## config.mk

```make
export PLATFORM = sky130hd
export DESIGN_NAME = sum_sq_accum_flat
export DESIGN_NICKNAME = d
export VERILOG_FILES = /design/src/rtl/fast_inv_sqrt_pkg.sv /design/src/rtl/sum_sq_accum_if.sv /design/src/rtl/fix_square.sv /design/src/rtl/sum_sq_accum.sv /design/src/flat_wrapper.sv
export SDC_FILE = /design/constraint.sdc
export NUM_CORES = 1
export LEC_CHECK = 0
export BUFFER_PORTS_ARGS = -buffer_cell sky130_fd_sc_hd__buf_2
export CAP_MARGIN = 20
export CORE_MARGIN = 2
export CORE_UTILIZATION = 55
export DETAILED_ROUTE_END_ITERATION = 7
export GPL_ROUTABILITY_DRIVEN = 1
export PLACE_DENSITY = 0.74
export SLEW_MARGIN = 15
export SYNTH_ARGS = -nofsm -noshare
export SYNTH_HDL_FRONTEND = slang
export SYNTH_SLANG_ARGS = --single-unit
```

## constraint.sdc

```tcl
create_clock -name clk -period 5.66 [get_ports clk]
set_input_delay 1.132 -clock clk [delete_from_list [all_inputs] [get_ports clk]]
set_output_delay 1.132 -clock clk [all_outputs]
set_load 0.05 [all_outputs]
```

## src/rtl/fast_inv_sqrt_pkg.sv

```systemverilog
// Shared definitions for the fast inverse square root chain.
// Holds the sum_sq_accum state encoding, the default Q-format widths shared
// with the inverse-square-root stage, and a small sizing helper.
package fast_inv_sqrt_pkg;

    // Default Q(INT).(FRACT) format shared by every stage of the chain
    localparam int unsigned DEF_INT_WIDTH   = 12;
    localparam int unsigned DEF_FRACT_WIDTH = 4;

    // sum_sq_accum control states
    typedef enum logic [1:0] {
        COLLECT = 2'd0,
        SQUARE  = 2'd1,
        ACCUM   = 2'd2,
        OUT     = 2'd3
    } sum_sq_state_t;

    // Counter width that stays at least one bit for a single-element vector
    function automatic int unsigned cnt_width(input int unsigned n);
        return (n > 1) ? $clog2(n) : 1;
    endfunction

endpackage

```

## src/rtl/sum_sq_accum_if.sv

```systemverilog
// Stream bundle for sum_sq_accum.
// Carries the component input stream (data_in/valid_in/ready_in) and the
// squared-magnitude output stream (data_out/valid_out/ready_out/overflow).
//   master : the environment side (drives components, accepts results)
//   slave  : the sum_sq_accum side
interface sum_sq_accum_if #(
    parameter int unsigned W = fast_inv_sqrt_pkg::DEF_INT_WIDTH + fast_inv_sqrt_pkg::DEF_FRACT_WIDTH
);
    logic [W-1:0] data_in;
    logic         valid_in;
    logic         ready_in;
    logic [W-1:0] data_out;
    logic         valid_out;
    logic         ready_out;
    logic         overflow;

    modport master (
        output data_in, valid_in, ready_out,
        input  ready_in, data_out, valid_out, overflow
    );

    modport slave (
        input  data_in, valid_in, ready_out,
        output ready_in, data_out, valid_out, overflow
    );
endinterface

```

## src/rtl/fix_square.sv

```systemverilog
// Combinational fixed-point square with Q-format realignment.
// Squares a signed W-bit Q(.FRACT_WIDTH) word into a 2W-bit product carrying
// 2*FRACT_WIDTH fractional bits, then drops FRACT_WIDTH fractional bits by
// truncation so the result is back in the input's fractional scale.
//   comp : signed input component
//   sq   : unsigned aligned square, 2W bits (upper FRACT_WIDTH bits are zero)
module fix_square #(
    parameter int unsigned W           = 16,
    parameter int unsigned FRACT_WIDTH = 4
) (
    input  logic [W-1:0]   comp,
    output logic [2*W-1:0] sq
);
    logic signed [2*W-1:0] comp_ext;
    logic signed [2*W-1:0] prod;

    // Sign-extend so the 2W-bit multiply is exact even for the most negative value
    assign comp_ext = {{W{comp[W-1]}}, comp};
    assign prod     = comp_ext * comp_ext;

    // A square is never negative, so a logical shift is the truncating realignment
    assign sq = $unsigned(prod) >> FRACT_WIDTH;
endmodule

```

## src/rtl/sum_sq_accum.sv

```systemverilog
// Squared-magnitude accumulator feeding the fast inverse square root stage.
// Takes VEC_LEN signed Q(INT_WIDTH).(FRACT_WIDTH) components one at a time,
// squares and accumulates them, and emits |v|^2 in the same Q format.
// Each component takes three cycles (COLLECT -> SQUARE -> ACCUM); after the
// last one the result is held in OUT until the downstream handshake.
//   clk       : clock, rising edge
//   rst       : asynchronous active-high reset
//   bus.data_in/valid_in/ready_in       : component input stream
//   bus.data_out/valid_out/ready_out    : squared-magnitude output stream
//   bus.overflow                        : sum exceeded 2^W-1, qualified by valid_out
// Build option: define SUM_SQ_ACCUM_SAT_EN to clamp an overflowing result to
// all ones; otherwise the result wraps modulo 2^W. overflow is reported in both.
module sum_sq_accum
    import fast_inv_sqrt_pkg::*;
#(
    parameter int unsigned INT_WIDTH   = DEF_INT_WIDTH,
    parameter int unsigned FRACT_WIDTH = DEF_FRACT_WIDTH,
    parameter int unsigned VEC_LEN     = 3
) (
    input logic            clk,
    input logic            rst,
    sum_sq_accum_if.slave  bus
);
    localparam int unsigned W     = INT_WIDTH + FRACT_WIDTH;
    localparam int unsigned ACC_W = 2 * W + $clog2(VEC_LEN);
    localparam int unsigned CNT_W = cnt_width(VEC_LEN);
    localparam logic [CNT_W-1:0] LAST_IDX = CNT_W'(VEC_LEN - 1);

    sum_sq_state_t    state_q, state_d;
    logic [W-1:0]     comp_q, comp_d;
    logic [2*W-1:0]   sq_q, sq_d;
    logic [ACC_W-1:0] acc_q, acc_d;
    logic [CNT_W-1:0] count_q, count_d;
    logic             ready_in_q, ready_in_d;
    logic             valid_out_q, valid_out_d;
    logic [W-1:0]     data_out_q, data_out_d;
    logic             overflow_q, overflow_d;

    logic [2*W-1:0]   sq_aligned;
    logic [ACC_W-1:0] acc_next;
    logic             acc_ovf;
    logic [W-1:0]     result;
    logic             accept;
    logic             last_comp;

    // Square path, used only while in SQUARE
    fix_square #(
        .W           (W),
        .FRACT_WIDTH (FRACT_WIDTH)
    ) u_fix_square (
        .comp (comp_q),
        .sq   (sq_aligned)
    );

    // acc is wide enough that this sum never wraps
    assign acc_next  = acc_q + ACC_W'(sq_q);
    assign acc_ovf   = |acc_next[ACC_W-1:W];
    assign accept    = bus.valid_in && ready_in_q;
    assign last_comp = (count_q == LAST_IDX);

`ifdef SUM_SQ_ACCUM_SAT_EN
    // Clamp to the largest representable value on overflow
    assign result = acc_ovf ? {W{1'b1}} : acc_next[W-1:0];
`else
    // Modulo-2^W wrap
    assign result = acc_next[W-1:0];
`endif

    // State register
    always_ff @(posedge clk or posedge rst) begin
        if (rst) begin
            state_q <= COLLECT;
        end else begin
            state_q <= state_d;
        end
    end

    // Next-state logic
    always_comb begin
        state_d = state_q;
        case (state_q)
            COLLECT: if (accept) state_d = SQUARE;
            SQUARE:  state_d = ACCUM;
            ACCUM:   state_d = last_comp ? OUT : COLLECT;
            OUT:     if (bus.ready_out) state_d = COLLECT;
            default: state_d = COLLECT;
        endcase
    end

    // Datapath and output register next values
    always_comb begin
        comp_d      = comp_q;
        sq_d        = sq_q;
        acc_d       = acc_q;
        count_d     = count_q;
        ready_in_d  = ready_in_q;
        valid_out_d = valid_out_q;
        data_out_d  = data_out_q;
        overflow_d  = overflow_q;
        case (state_q)
            COLLECT: begin
                // ready_in also rises here on the first edge after reset release
                ready_in_d = 1'b1;
                if (accept) begin
                    comp_d     = bus.data_in;
                    ready_in_d = 1'b0;
                end
            end
            SQUARE: begin
                sq_d = sq_aligned;
            end
            ACCUM: begin
                acc_d   = acc_next;
                count_d = count_q + CNT_W'(1);
                if (last_comp) begin
                    data_out_d  = result;
                    overflow_d  = acc_ovf;
                    valid_out_d = 1'b1;
                end else begin
                    ready_in_d = 1'b1;
                end
            end
            OUT: begin
                // Clear the accumulator on handoff so the next vector starts fresh
                if (bus.ready_out) begin
                    valid_out_d = 1'b0;
                    overflow_d  = 1'b0;
                    acc_d       = '0;
                    count_d     = '0;
                    ready_in_d  = 1'b1;
                end
            end
            default: ;
        endcase
    end

    // Datapath and output registers
    always_ff @(posedge clk or posedge rst) begin
        if (rst) begin
            comp_q      <= '0;
            sq_q        <= '0;
            acc_q       <= '0;
            count_q     <= '0;
            ready_in_q  <= 1'b0;
            valid_out_q <= 1'b0;
            data_out_q  <= '0;
            overflow_q  <= 1'b0;
        end else begin
            comp_q      <= comp_d;
            sq_q        <= sq_d;
            acc_q       <= acc_d;
            count_q     <= count_d;
            ready_in_q  <= ready_in_d;
            valid_out_q <= valid_out_d;
            data_out_q  <= data_out_d;
            overflow_q  <= overflow_d;
        end
    end

    assign bus.ready_in  = ready_in_q;
    assign bus.valid_out = valid_out_q;
    assign bus.data_out  = data_out_q;
    assign bus.overflow  = overflow_q;

endmodule

```

## src/flat_wrapper.sv

```systemverilog
// flat-port wrapper written by rule: the top's interface ports become plain ports
module sum_sq_accum_flat import fast_inv_sqrt_pkg::*;
#(
    parameter int unsigned INT_WIDTH   = DEF_INT_WIDTH,
    parameter int unsigned FRACT_WIDTH = DEF_FRACT_WIDTH,
    parameter int unsigned VEC_LEN     = 3
)
  (clk, rst, bus_data_in, bus_valid_in, bus_ready_out, bus_ready_in, bus_data_out, bus_valid_out, bus_overflow);
  sum_sq_accum_if #(.W((16))) bus_i ();
  input logic clk;
  input logic rst;
  input wire logic [$bits(bus_i.data_in)-1:0] bus_data_in;
  input wire logic [$bits(bus_i.valid_in)-1:0] bus_valid_in;
  input wire logic [$bits(bus_i.ready_out)-1:0] bus_ready_out;
  output wire logic [$bits(bus_i.ready_in)-1:0] bus_ready_in;
  output wire logic [$bits(bus_i.data_out)-1:0] bus_data_out;
  output wire logic [$bits(bus_i.valid_out)-1:0] bus_valid_out;
  output wire logic [$bits(bus_i.overflow)-1:0] bus_overflow;
  assign bus_i.data_in = bus_data_in;
  assign bus_i.valid_in = bus_valid_in;
  assign bus_i.ready_out = bus_ready_out;
  assign bus_ready_in = bus_i.ready_in;
  assign bus_data_out = bus_i.data_out;
  assign bus_valid_out = bus_i.valid_out;
  assign bus_overflow = bus_i.overflow;
  sum_sq_accum #(.INT_WIDTH(INT_WIDTH), .FRACT_WIDTH(FRACT_WIDTH), .VEC_LEN(VEC_LEN)) u_core (.clk(clk), .rst(rst), .bus(bus_i));
endmodule
```

==> results by group <==
Logic synthesis
  – Most common flop cell mapped by yosys: dfrtp_1
  – Syn Nets: 1,947
  – Ys Warns: 0
  – Mapped Area: 14,390 sq um
  – Gate Count Post-Synth: ~1,600
  – EDFF count, synth: 0
  – FFs w/ async S/R, synth: 1.000
  – Post-synth top area share: 0.3255
  – Post-synth top cells: inv_1, fa_1, nand2_1
  – Most frequent cell after synthesis: inv_1
  – Flops & latches, synth: between 100 and 150
  – Largest cells by area after synthesis: fa_1, dfrtp_1, ha_1, inv_1, nand2_1
  – Synth Area per Inst: between 9 and 10 sq um
  – Largest area contributor in the netlist: fa_1
  – Unique cell type count in the Yosys netlist: 62
  – Sequential area share after synthesis: 0.1756

Die
  – IO Count: 39
  – Core Region: about 26,000 sq um
  – Rows: 59
  – Die area: roughly 27,000 sq um
  – Initial Utilization: 0.5554
  – Die span in x: between 150 and 200 um
  – Die Ht: between 150 and 200 um

Cells and area
  – P&R area growth vs syn: 17.28%
  – Post-Layout Cell Count: just over 2,000
  – Fraction of layout cells with a size suffix above 1: 0.1979
  – FF/Latch Area: about 2500 sq um
  – # diodes: 0
  – Fillers: a little over 2,000
  – Multi-input gate area: approximately 11,000 sq um
  – Post-layout net count: about 2,100

GRT
  – Antenna violations before repair: 0
  – GR Overflow Total: 0
  – Largest net degree at the start of global routing: about 70
  – Global-route wire length before repair: ~56,000 um
  – Vias in the first global route: around 12,000
  – Total GRT Usage: 0.2497

Critical path
  – CP max-delay cell: fa_2
  – Crit path launch type: flip-flop
  – Critical path's top delay family: adder cells
  – Worst Setup End Kind: flip-flop
  – Crit path top cell by count: fa_1
  – Max FO, Critical Path: 5
  – CP arrival: 6.26 ns
  – Required time of the critical path: 5.90 ns
  – WP buf/inv: 4
  – CP Class: reg2reg
  – Worst-path cell chain: buf_6, buf_4, and2_4, fa_2, inv_2, fa_1, fa_2, fa_1, fa_1, fa_1, inv_1, ha_1, and3_1, nand4_1, o311ai_4, and2_4, xnor2_2, o21ai_1
  – Slowest stage delay, CP: roughly 0.65 ns

Drt
  – Via count: approximately 11,000
  – DR WL/cell: 16.39 um
  – Routed wire length: 33,980 um
  – ANT nets after route: 0
  – Initial DRC count: roughly 580
  – Drc violations: 0
  – Vias/cell: around 5.4
  – DR pass1 iterations: 5

STA
  – Final hold violations: 0
  – Clock skew: about 0.022 ns
  – Max-slew violation total from the final report: 0
  – Tcrit/Tclk final: 1.065
  – Min cycle time layout: ~6 ns
  – F_max: 166.0 MHz
  – Final Worst Setup Slack: -0.3655 ns
  – RSZ-0062 raised after global routing: true
  – Sum Neg Setup Slack: -3.421 ns
  – Worst rel slew slack: 0.3247
  – Worst Max-Slew Pin Slew: between 1 and 1.5 ns
  – Setup-failing EPs final: 12

CTS
  – CTS clk-pin slew, worst paths: around 0.09 ns
  – Worst skew pair latency: between 0.3 and 0.4 ns
  – Clock sink total: 101
  – Bufs on Longest Clock Path: 2
  – CTS tree: built
  – Num CTS Buffers: 9
  – CTS H-tree lvls: 3
  – CTS root buffer: clkbuf_16

Flow run
  – Max-cap violations: 0

Place
  – IO buf count: 38
  – Hpwl dp: between 20,000 and 30,000 um
  – Gpl congestion: roughly 0.90
  – Inst Count DP: 2,023

Run status
  – Failing checks: negative setup slack
  – Status: finished with violations

Min path
  – Worst Hold Class: reg2reg
-- logic make-up (layout without fill, tap and decap cells) --
| logic type | after synthesis | after routing | share of synthesized area |
|---|---|---|---|
| flip-flops | 101 | 101 | 0.1756 |
| multiplexers | 12 | 12 | 0.009216 |
| buffers and inverters | 408 | 572 | 0.1065 |
| adder cells (fa/ha/maj) | 353 | 353 | 0.4290 |
| AO/OA/AOI/OAI | 265 | 265 | 0.1203 |
| AND/OR/NAND/NOR | 364 | 364 | 0.1162 |
| XOR/XNOR | 71 | 71 | 0.04321 |
-- final timing paths --
check | startpoint | endpoint | slack [ns] | cells past startpoint
worst min register to register | u_core.bus.data_out[5]$_DFFE_PP0P_ | u_core.bus.data_out[5]$_DFFE_PP0P_ | 0.48 | 2
max in group asynchronous | rst | u_core.acc_q[12]$_DFFE_PP0P_ | 3.75 | 3
worst max register to register | u_core.comp_q[1]$_DFFE_PP0P_ | u_core.sq_q[25]$_DFFE_PP0N_ | -0.37 | 18
worst max-delay path | u_core.comp_q[1]$_DFFE_PP0P_ | u_core.sq_q[25]$_DFFE_PP0N_ | -0.37 | 18
min in group asynchronous | rst | u_core.bus.data_out[2]$_DFFE_PP0P_ | 0.94 | 2
worst min-delay path | u_core.bus.data_out[5]$_DFFE_PP0P_ | u_core.bus.data_out[5]$_DFFE_PP0P_ | 0.48 | 2
-- sequential cells by signal, indices dropped and copies added (netlist names) --
| register | count |
|---|---|
| u_core.acc_q | 34 |
| u_core.bus.data_out | 16 |
| u_core.bus.overflow | 1 |
| u_core.bus.ready_in | 1 |
| u_core.bus.valid_out | 1 |
| u_core.comp_q | 16 |
| u_core.count_q | 2 |
| u_core.sq_q | 28 |
| u_core.state_q | 2 |
-- stage by stage --
stage	utilization	setup slack [ns]	area [sq um]	hold slack, ns
floorplan	-	0.001374	14520	0.4526
global placement	0.6127	-0.3844	15880	0.4565
detailed placement	0.6127	-0.4821	15880	0.4654
CTS	0.6408	-0.1806	16600	0.4866
global route	0.6514	-0.5682	16880	0.5091
finish	0.6514	-0.3655	16880	0.4800
-- routing by layer --
metal  GRT usage  share of wire  wire [um]  vias up
met3     0.03670          0.042       1417       64
li1            -              -          -     5262
met1      0.3121           0.41      13860     5693
met5           0         0.0018         60        -
met4     0.08355          0.026        876        2
met2      0.4458           0.52      17770      266
-- placed cells by master (no fill, tap or decap), types with 13 or more instances in the layout --
cell type | netlist | routed
and3_1 | 14 | 14
nand2_1 | 185 | 176
nor2_1 | 61 | 55
o21ai_0 | 96 | 83
buf_2 | 1 | 38
buf_4 | 0 | 155
and2_1 | 34 | 23
dfrtp_1 | 101 | 91
ha_1 | 119 | 109
a21oi_1 | 49 | 42
xnor2_1 | 48 | 44
a22o_1 | 15 | 15
nand3_1 | 14 | 13
fa_1 | 234 | 225
inv_1 | 353 | 344
xor2_1 | 23 | 21
a21o_1 | 17 | 17
-- final cells by class --
type / instances / share of cell area
Clock inverter: 7 / 0.005115
Clock buffer: 9 / 0.01334
Timing Repair Buffer: 202 / 0.08726
Tap cell: 335 / 0.02484
Multi-Input combinational cell: 1065 / 0.6401
Inverter: 354 / 0.07888
Sequential cell: 101 / 0.1505
-- timing repair --
| item | CTS | global route |
|---|---|---|
| pin swaps | 40 | 30 |
| buffers inserted | 19 | 15 |
| setup endpoints to repair | 12 | 17 |
| hold buffers | 0 | 0 |
| cloned | 0 | 0 |
| endpoints found under the hold margin | 0 | 0 |
| resized for setup | 71 | 38 |
-- worst min-delay path: cells and delay by family, from the launching register on --
family	cells	cell delay, ns
DFF	1	0.34
AOI/OAI and AO/OA	1	0.06
and+or+nand+nor	1	0.05
Power is not shown: default switching activity piles up to over one toggle a cycle in this logic, so the estimate is an artifact.
